--- src/rtl/tt_sweep_ctrl.sv ---
// Exhaustive 4-input truth-table sweeper: drives every vector, compares the response against EXPECTED.
// Optional macro TT_SWEEP_CTRL_SYNC_EN adds a two-flop synchronizer on dut_out and extends each hold by 2 cycles.
module tt_sweep_ctrl #(
  parameter logic [15:0] EXPECTED      = 16'h3B60,
  parameter int          SETTLE_CYCLES = 4
) (
  input  logic        clk,
  input  logic        rst,
  input  logic        start,
  input  logic        stop_on_fail,
  output logic        in1,
  output logic        in2,
  output logic        in3,
  output logic        in4,
  input  logic        dut_out,
  output logic        busy,
  output logic        done,
  output logic        pass,
  output logic [15:0] mismatch_mask,
  output logic [3:0]  fail_index
);

  typedef enum logic [1:0] {
    IDLE   = 2'd0,
    DRIVE  = 2'd1,
    SAMPLE = 2'd2,
    FINISH = 2'd3
  } state_t;

  state_t      state_r;
  state_t      state_nxt_s;
  logic [3:0]  idx_r;
  logic [8:0]  cnt_r;
  logic        sof_r;
  logic [15:0] mask_r;
  logic [3:0]  fail_idx_r;
  logic        pass_r;
  logic        done_r;
  logic        busy_r;
  logic        busy_nxt_s;
  logic        done_nxt_s;
  logic        resp_s;
  logic        mism_s;

`ifdef TT_SWEEP_CTRL_SYNC_EN
  // Two extra hold cycles cover the synchronizer latency before SAMPLE.
  localparam logic [8:0] CNT_LAST = 9'(SETTLE_CYCLES + 1);
  logic [1:0] sync_r;

  // Two-flop synchronizer for the response of the function under test
  always_ff @(posedge clk) begin
    if (rst) begin
      sync_r <= 2'b00;
    end else begin
      sync_r <= {sync_r[0], dut_out};
    end
  end

  assign resp_s = sync_r[1];
`else
  localparam logic [8:0] CNT_LAST = 9'(SETTLE_CYCLES - 1);

  assign resp_s = dut_out;
`endif

  assign mism_s = (resp_s != EXPECTED[idx_r]);

  // State register
  always_ff @(posedge clk) begin
    if (rst) begin
      state_r <= IDLE;
    end else begin
      state_r <= state_nxt_s;
    end
  end

  // Next-state logic
  always_comb begin
    state_nxt_s = state_r;
    case (state_r)
      IDLE: begin
        if (start) begin
          state_nxt_s = DRIVE;
        end else begin
          state_nxt_s = IDLE;
        end
      end
      DRIVE: begin
        if (cnt_r == CNT_LAST) begin
          state_nxt_s = SAMPLE;
        end else begin
          state_nxt_s = DRIVE;
        end
      end
      SAMPLE: begin
        if ((idx_r == 4'd15) || (mism_s && sof_r)) begin
          state_nxt_s = FINISH;
        end else begin
          state_nxt_s = DRIVE;
        end
      end
      FINISH:  state_nxt_s = IDLE;
      default: state_nxt_s = IDLE;
    endcase
  end

  // Output decode, registered below so busy/done line up with the state they describe
  always_comb begin
    busy_nxt_s = 1'b0;
    done_nxt_s = 1'b0;
    case (state_nxt_s)
      IDLE: begin
        busy_nxt_s = 1'b0;
        done_nxt_s = 1'b0;
      end
      DRIVE, SAMPLE: begin
        busy_nxt_s = 1'b1;
        done_nxt_s = 1'b0;
      end
      FINISH: begin
        busy_nxt_s = 1'b1;
        done_nxt_s = 1'b1;
      end
      default: begin
        busy_nxt_s = 1'b0;
        done_nxt_s = 1'b0;
      end
    endcase
  end

  // Datapath and registered outputs; pass is resolved on entry to FINISH so it is valid alongside done
  always_ff @(posedge clk) begin
    if (rst) begin
      idx_r      <= 4'd0;
      cnt_r      <= 9'd0;
      sof_r      <= 1'b0;
      mask_r     <= 16'h0000;
      fail_idx_r <= 4'd0;
      pass_r     <= 1'b0;
      done_r     <= 1'b0;
      busy_r     <= 1'b0;
    end else begin
      busy_r <= busy_nxt_s;
      done_r <= done_nxt_s;
      case (state_r)
        IDLE: begin
          if (start) begin
            idx_r      <= 4'd0;
            cnt_r      <= 9'd0;
            mask_r     <= 16'h0000;
            fail_idx_r <= 4'd0;
            sof_r      <= stop_on_fail;
          end
        end
        DRIVE: begin
          cnt_r <= cnt_r + 9'd1;
        end
        SAMPLE: begin
          if (mism_s) begin
            mask_r[idx_r] <= 1'b1;
            if (mask_r == 16'h0000) begin
              fail_idx_r <= idx_r;
            end
          end
          if (state_nxt_s == DRIVE) begin
            idx_r <= idx_r + 4'd1;
            cnt_r <= 9'd0;
          end
          if (state_nxt_s == FINISH) begin
            pass_r <= (mask_r == 16'h0000) && !mism_s;
          end
        end
        FINISH: begin
          cnt_r <= 9'd0;
        end
        default: begin
          cnt_r <= 9'd0;
        end
      endcase
    end
  end

  assign in1           = idx_r[3];
  assign in2           = idx_r[2];
  assign in3           = idx_r[1];
  assign in4           = idx_r[0];
  assign busy          = busy_r;
  assign done          = done_r;
  assign pass          = pass_r;
  assign mismatch_mask = mask_r;
  assign fail_index    = fail_idx_r;

endmodule

--- config.mk ---
export PLATFORM = sky130hd
export DESIGN_NAME = tt_sweep_ctrl
export DESIGN_NICKNAME = d
export VERILOG_FILES = /design/src/rtl/tt_sweep_ctrl.sv
export SDC_FILE = /design/constraint.sdc
export NUM_CORES = 1
export LEC_CHECK = 0
export ABC_AREA = 1
export CORE_ASPECT_RATIO = 0.75
export CORE_UTILIZATION = 47
export CTS_CLUSTER_DIAMETER = 100
export DETAILED_ROUTE_END_ITERATION = 12
export PLACE_DENSITY = 0.83
export SLEW_MARGIN = 40
export SYNTH_ARGS = -nofsm -noshare
export SYNTH_HDL_FRONTEND = slang
export SYNTH_SLANG_ARGS = --single-unit
--- constraint.sdc ---
create_clock -name clk -period 1.8 [get_ports clk]
set_input_delay 0.36 -clock clk [delete_from_list [all_inputs] [get_ports clk]]
set_output_delay 0.36 -clock clk [all_outputs]
set_load 0.1 [all_outputs]
After elaboration in Yosys (flattened, before gate mapping)
Memories as Yosys holds them, arrays and structs flattened. A register that Yosys moved wholly into a read port is not among the register bits.
Index checks and enable logic that the tools add are counted.

word-level totals
  bits in registers = 39
  ROM bits = 16
  bits of input ports = 5
  output and inout bits = 27
  logic and storage cells = 68
  memories = 1

memory list
  memory           words  bits a word  read ports  clocked after memory_dff  wr ports  line  RTL
  (no name shown)  16     1            1           1                         0         66    assign mism_s = (resp_s != EXPECTED[idx_r]);

operators by class
  add/subtract/negate cells = 2
  magnitude comparators = 2
  eq/ne operators = 13
  muxes and demuxes = 23
  bitwise operators = 1
  reduce and logical (&&, ||, !) cells = 17

operator list
  operator                                                               count
  9-bit case mux with 4 select lines                                     1
  16-bit two-way mux                                                     2
  16-bit case mux with 2 select lines                                    1
  4-bit two-way mux                                                      6
  9-bit two-way mux                                                      2
  16-bit logical NOT                                                     1
  16-bit OR                                                              1
  4-bit case mux with 2 select lines                                     2
  9-bit by 1-bit adder with 9-bit output, second input constant          1
  9-bit by 2-bit == test with 1-bit output, second input constant        1
  2-bit == test, second input constant                                   4
  2-bit != test, second input constant                                   4
  2-bit case mux with 4 select lines                                     1
  2-bit AND reduction                                                    3
  3-bit AND reduction                                                    2
  3-bit OR reduction                                                     2
  4-bit by 5-bit < comparator with 1-bit output, second input constant   1
  4-bit by 1-bit adder with 4-bit output, second input constant          1
  1-bit demux with 4-bit select                                          1
  2-bit by 1-bit == test with 1-bit output, second input constant        2
  4-bit == test, second input constant                                   1
  4-bit by 1-bit >= comparator with 1-bit output, second input constant  1
  2-bit logical NOT                                                      2
  2-bit two-way mux                                                      2
  8 further kinds                                                        13

Depth between registers and ports, before layout
  depth in word-level cells = 12
  depth in mapped cells = 15
  gate-level depth less buffers = 14

Least setup slack after synthesis
No wires, ideal clock.

  kind = reg-to-reg
  start = register idx_r[0]
  end = register with a tool-made name
  library setup time = 0.058 ns
  arrival time = 2.434 ns
  required time = 1.742 ns
  path slack = -0.692 ns
  stages on the path, launching flop included = 12
  path buffers = 0
  period minus slack after synthesis = 2.492 ns
  path through = dfxtp_1 > ha_1 > nand2_4 > nand2_4 > nand2_8 > nand2_4 > nand2_1 > a21oi_1 > ha_1 > nor2_1 > nand2_1 > nand2_1

RTL lines
  what                      line  RTL
  start: declaration        32    logic [3:0] idx_r;
  start signal: assignment  166   idx_r <= idx_r + 4'd1;

==> impl_metrics.toml <==
[outcome]
outcome = "finished, violations left"
failed_checks = "negative setup slack"

[placement]
place.gp.congestion = 0.8393
placed_cell_area_um2 = 2723
dp_hpwl_um = 3751
dp_slack_ns = -0.3990
numPortBuffers = 31

[finish]
final_area_um2 = 2944
mostFrequentLayoutCells = "nand2_1 (43), inv_1 (41), dfxtp_1 (36)"
final_util_pct = 77.89
final_nets = 333
area_growth_pct = 53.09
fillers = 206
diodes = 0
regArea_um2 = 815.8
final_common_cell = "nand2_1"
drive_above_1_share_pct = 30.65
multiInputGateArea_um2 = 987.2

[floorplan]
die_height_um = 57.40
dieArea_um2 = 4354
row_count = 19
fp.coreArea_um2 = 3780
start_util_pct = 50.88
design.portCount = 32
die_w_um = 75.86

[critical_path]
crit_family = "simple AND/OR/NAND/NOR gates"
cp-end-kind = "flip-flop"
crit_slowest_cell = "dfxtp_4"
criticalPathCategory = "reg2reg"
max_stage_delay_ns = 0.38
worst-endpoint-required_ns = 2.04
rrSetupSlack_ns = -0.05
critPathLaunchType = "flip-flop"
crit_arrival_ns = 2.10
worstPathMaxFanout = 6
cp_cell_sequence = "ha_4 > nand2_4 > nand2_4 > nand2_8 > nand2_4 > nand2_2 > nand2_2 > a31oi_4 > inv_1 > ha_1 > nor2_1 > nand2_1 > nand2_1"
cp.buffers_inverters = 1
worst_path_most_repeated_cell = "nand2_4"

[pwr]
p_leak_nw = 1.252
ir_drop_mv = 0.6018
power_density_nw_per_um2 = 672.8

[yosys]
synth.avg_cell_area_um2 = 7.397
ys_seq_area_share_pct = 41.64
yosysTopAreaCell = "dfxtp_1"
ys_top_cells_by_area = "dfxtp_1 (42%), nand2_1 (9.4%), inv_1 (8.0%)"
synth_cell_type_count = 33
ys_seq_elements = 40
synth_top_area_share_pct = 41.64
syn-num-nets = 271
synth_area_um2 = 1923
ys_warn_count = 0
synth_cells = 260

[detailed_routing]
drc = 0
wirelength_um = 5576
drt_iter0_drc = 121
wire_per_inst_um = 14.87
ant_nets = 0
routed-via-count = 2017
drt_first_pass_iters = 7
post_drt_via_cell_ratio = 5.379

[clock_network]
clk_latency_ns = 0.30
ctsHoldBuffers = 0
cts_buffers = 5
clk_pin_slew_ns = 0.08
clockBufferDepth = 2
h-tree-depth = 2
cts-root-buf = "clkbuf_8"
cts_num_sinks = 40
cts_tree = "yes"

[timing]
min_period_over_period_pct = 103.0
setup-tns-final_ns = -0.05487
hold_viol = 0
finalSetupViolCount = 1
period_minus_slack_ns = 1.855
tightest_slew_ns = 0.3214
final_max_slew_viol_count = 0
fmax_mhz = 539.1
worst_slew_margin_rel_pct = 78.50
setup_slack_ns = -0.05487
fin_hold_ws_ns = 0.4935
fin_skew_ns = 0.005545

[global_routing]
grt_antenna_before_repair = 0
grt_util_all_layers_pct = 24.93
grt_pass1_vias = 1753
grt_pass1_wl_um = 8045
globalRoute.totalOverflow = 0
grt_max_degree = 17

[job]
cap_violations = 0

[hold_path]
hp-class = "reg2reg"
repair_timing:
action | CTS | global route
buffers inserted | 1 | 9
pin swaps | 0 | 3
setup endpoints to repair | 1 | 1
gates resized for setup | 4 | 6
worst register-to-register path, delay by kind of cell (launching register included):
kind,cells,cell delay (ns)
adders and majority gates,2,0.48
DFF,1,0.38
and+or+nand+nor,9,0.70
AOI/OAI and AO/OA,1,0.16
buffers and inverters,1,0.08
sequential cells by signal (all words and copies together), names as in the netlist, named ones only:
| name | flops |
|---|---|
| mismatch_mask | 16 |
| cnt_r | 9 |
| fail_index | 4 |
| idx_r | 4 |
| state_r | 2 |
| busy | 1 |
| done | 1 |
| pass | 1 |
| sof_r | 1 |
metal layers:
layer  share of wire, %  global-route usage (%)  wire, µm
met5                  0                       0         0
met2                 47                   38.18      2615
met4                2.8                   9.259       157
met1                 40                   34.76      2241
met3                 10                   4.594       561
cell usage after synthesis:
cell,instances
a21oi_1,25
a21oi_2,1
a21oi_4,1
a31oi_1,1
buf_2,1
buf_6,1
clkbuf_1,1
clkinv_1,1
dfxtp_1,40
ha_1,6
inv_1,41
inv_2,3
nand2_1,48
nand2_2,5
nand2_4,3
nand2_8,2
nand3_1,17
nand3b_1,1
nand4_1,7
nor2_1,30
nor2_2,3
nor3_1,1
nor3_2,1
nor3_4,1
nor3b_1,2
nor4_1,1
o21a_1,1
o21ai_0,9
o21ai_1,1
o21ai_2,1
or2_2,2
xnor2_1,1
xor2_1,1
final cells by class:
type                            count  share of cell area, %
Multi-Input combinational cell    172                  33.53
Sequential cell                    40                  27.71
Timing Repair Buffer               58                  27.07
Inverter                           45                  5.737
Clock buffer                        5                  2.337
Tap cell                           52                  2.210
Clock inverter                      3                  1.402
final timing paths:
kind,end,cells past startpoint,startpoint
worst min-delay path,cnt_r[6],2,cnt_r[6]
worst min register to register,cnt_r[6],2,cnt_r[6]
worst max register to register,flip-flop,13,idx_r[0]
worst max-delay path,flip-flop,13,idx_r[0]
kinds of logic after synthesis:
kind of cell             after synthesis  share of synthesized area [%]
AO/OA/AOI/OAI                         40                          11.58
XOR/XNOR                               2                         0.9110
adder cells (fa/ha/maj)                6                          3.904
buffers and inverters                 48                          9.824
flip-flops                            40                          41.64
AND/OR/NAND/NOR                      124                          32.14
per-stage QoR:
stage / power (W) / cells
global route: 0.002046 / 375
detailed placement: 0.001240 / 357
CTS: 0.001955 / 366
global placement: 0.001231 / 357
finish: 0.001981 / 375
floorplan: 0.001116 / 260
where the power goes:
group | switching (W) | total [W] | internal (W)
logic | 0.000205 | 0.000331 | 0.000126
clock network | 0.000321 | 0.000732 | 0.000411
registers | 0.0000200 | 0.000918 | 0.000898
total | 0.000545 | 0.00198 | 0.00144
Power figures use the tool's default switching activity.
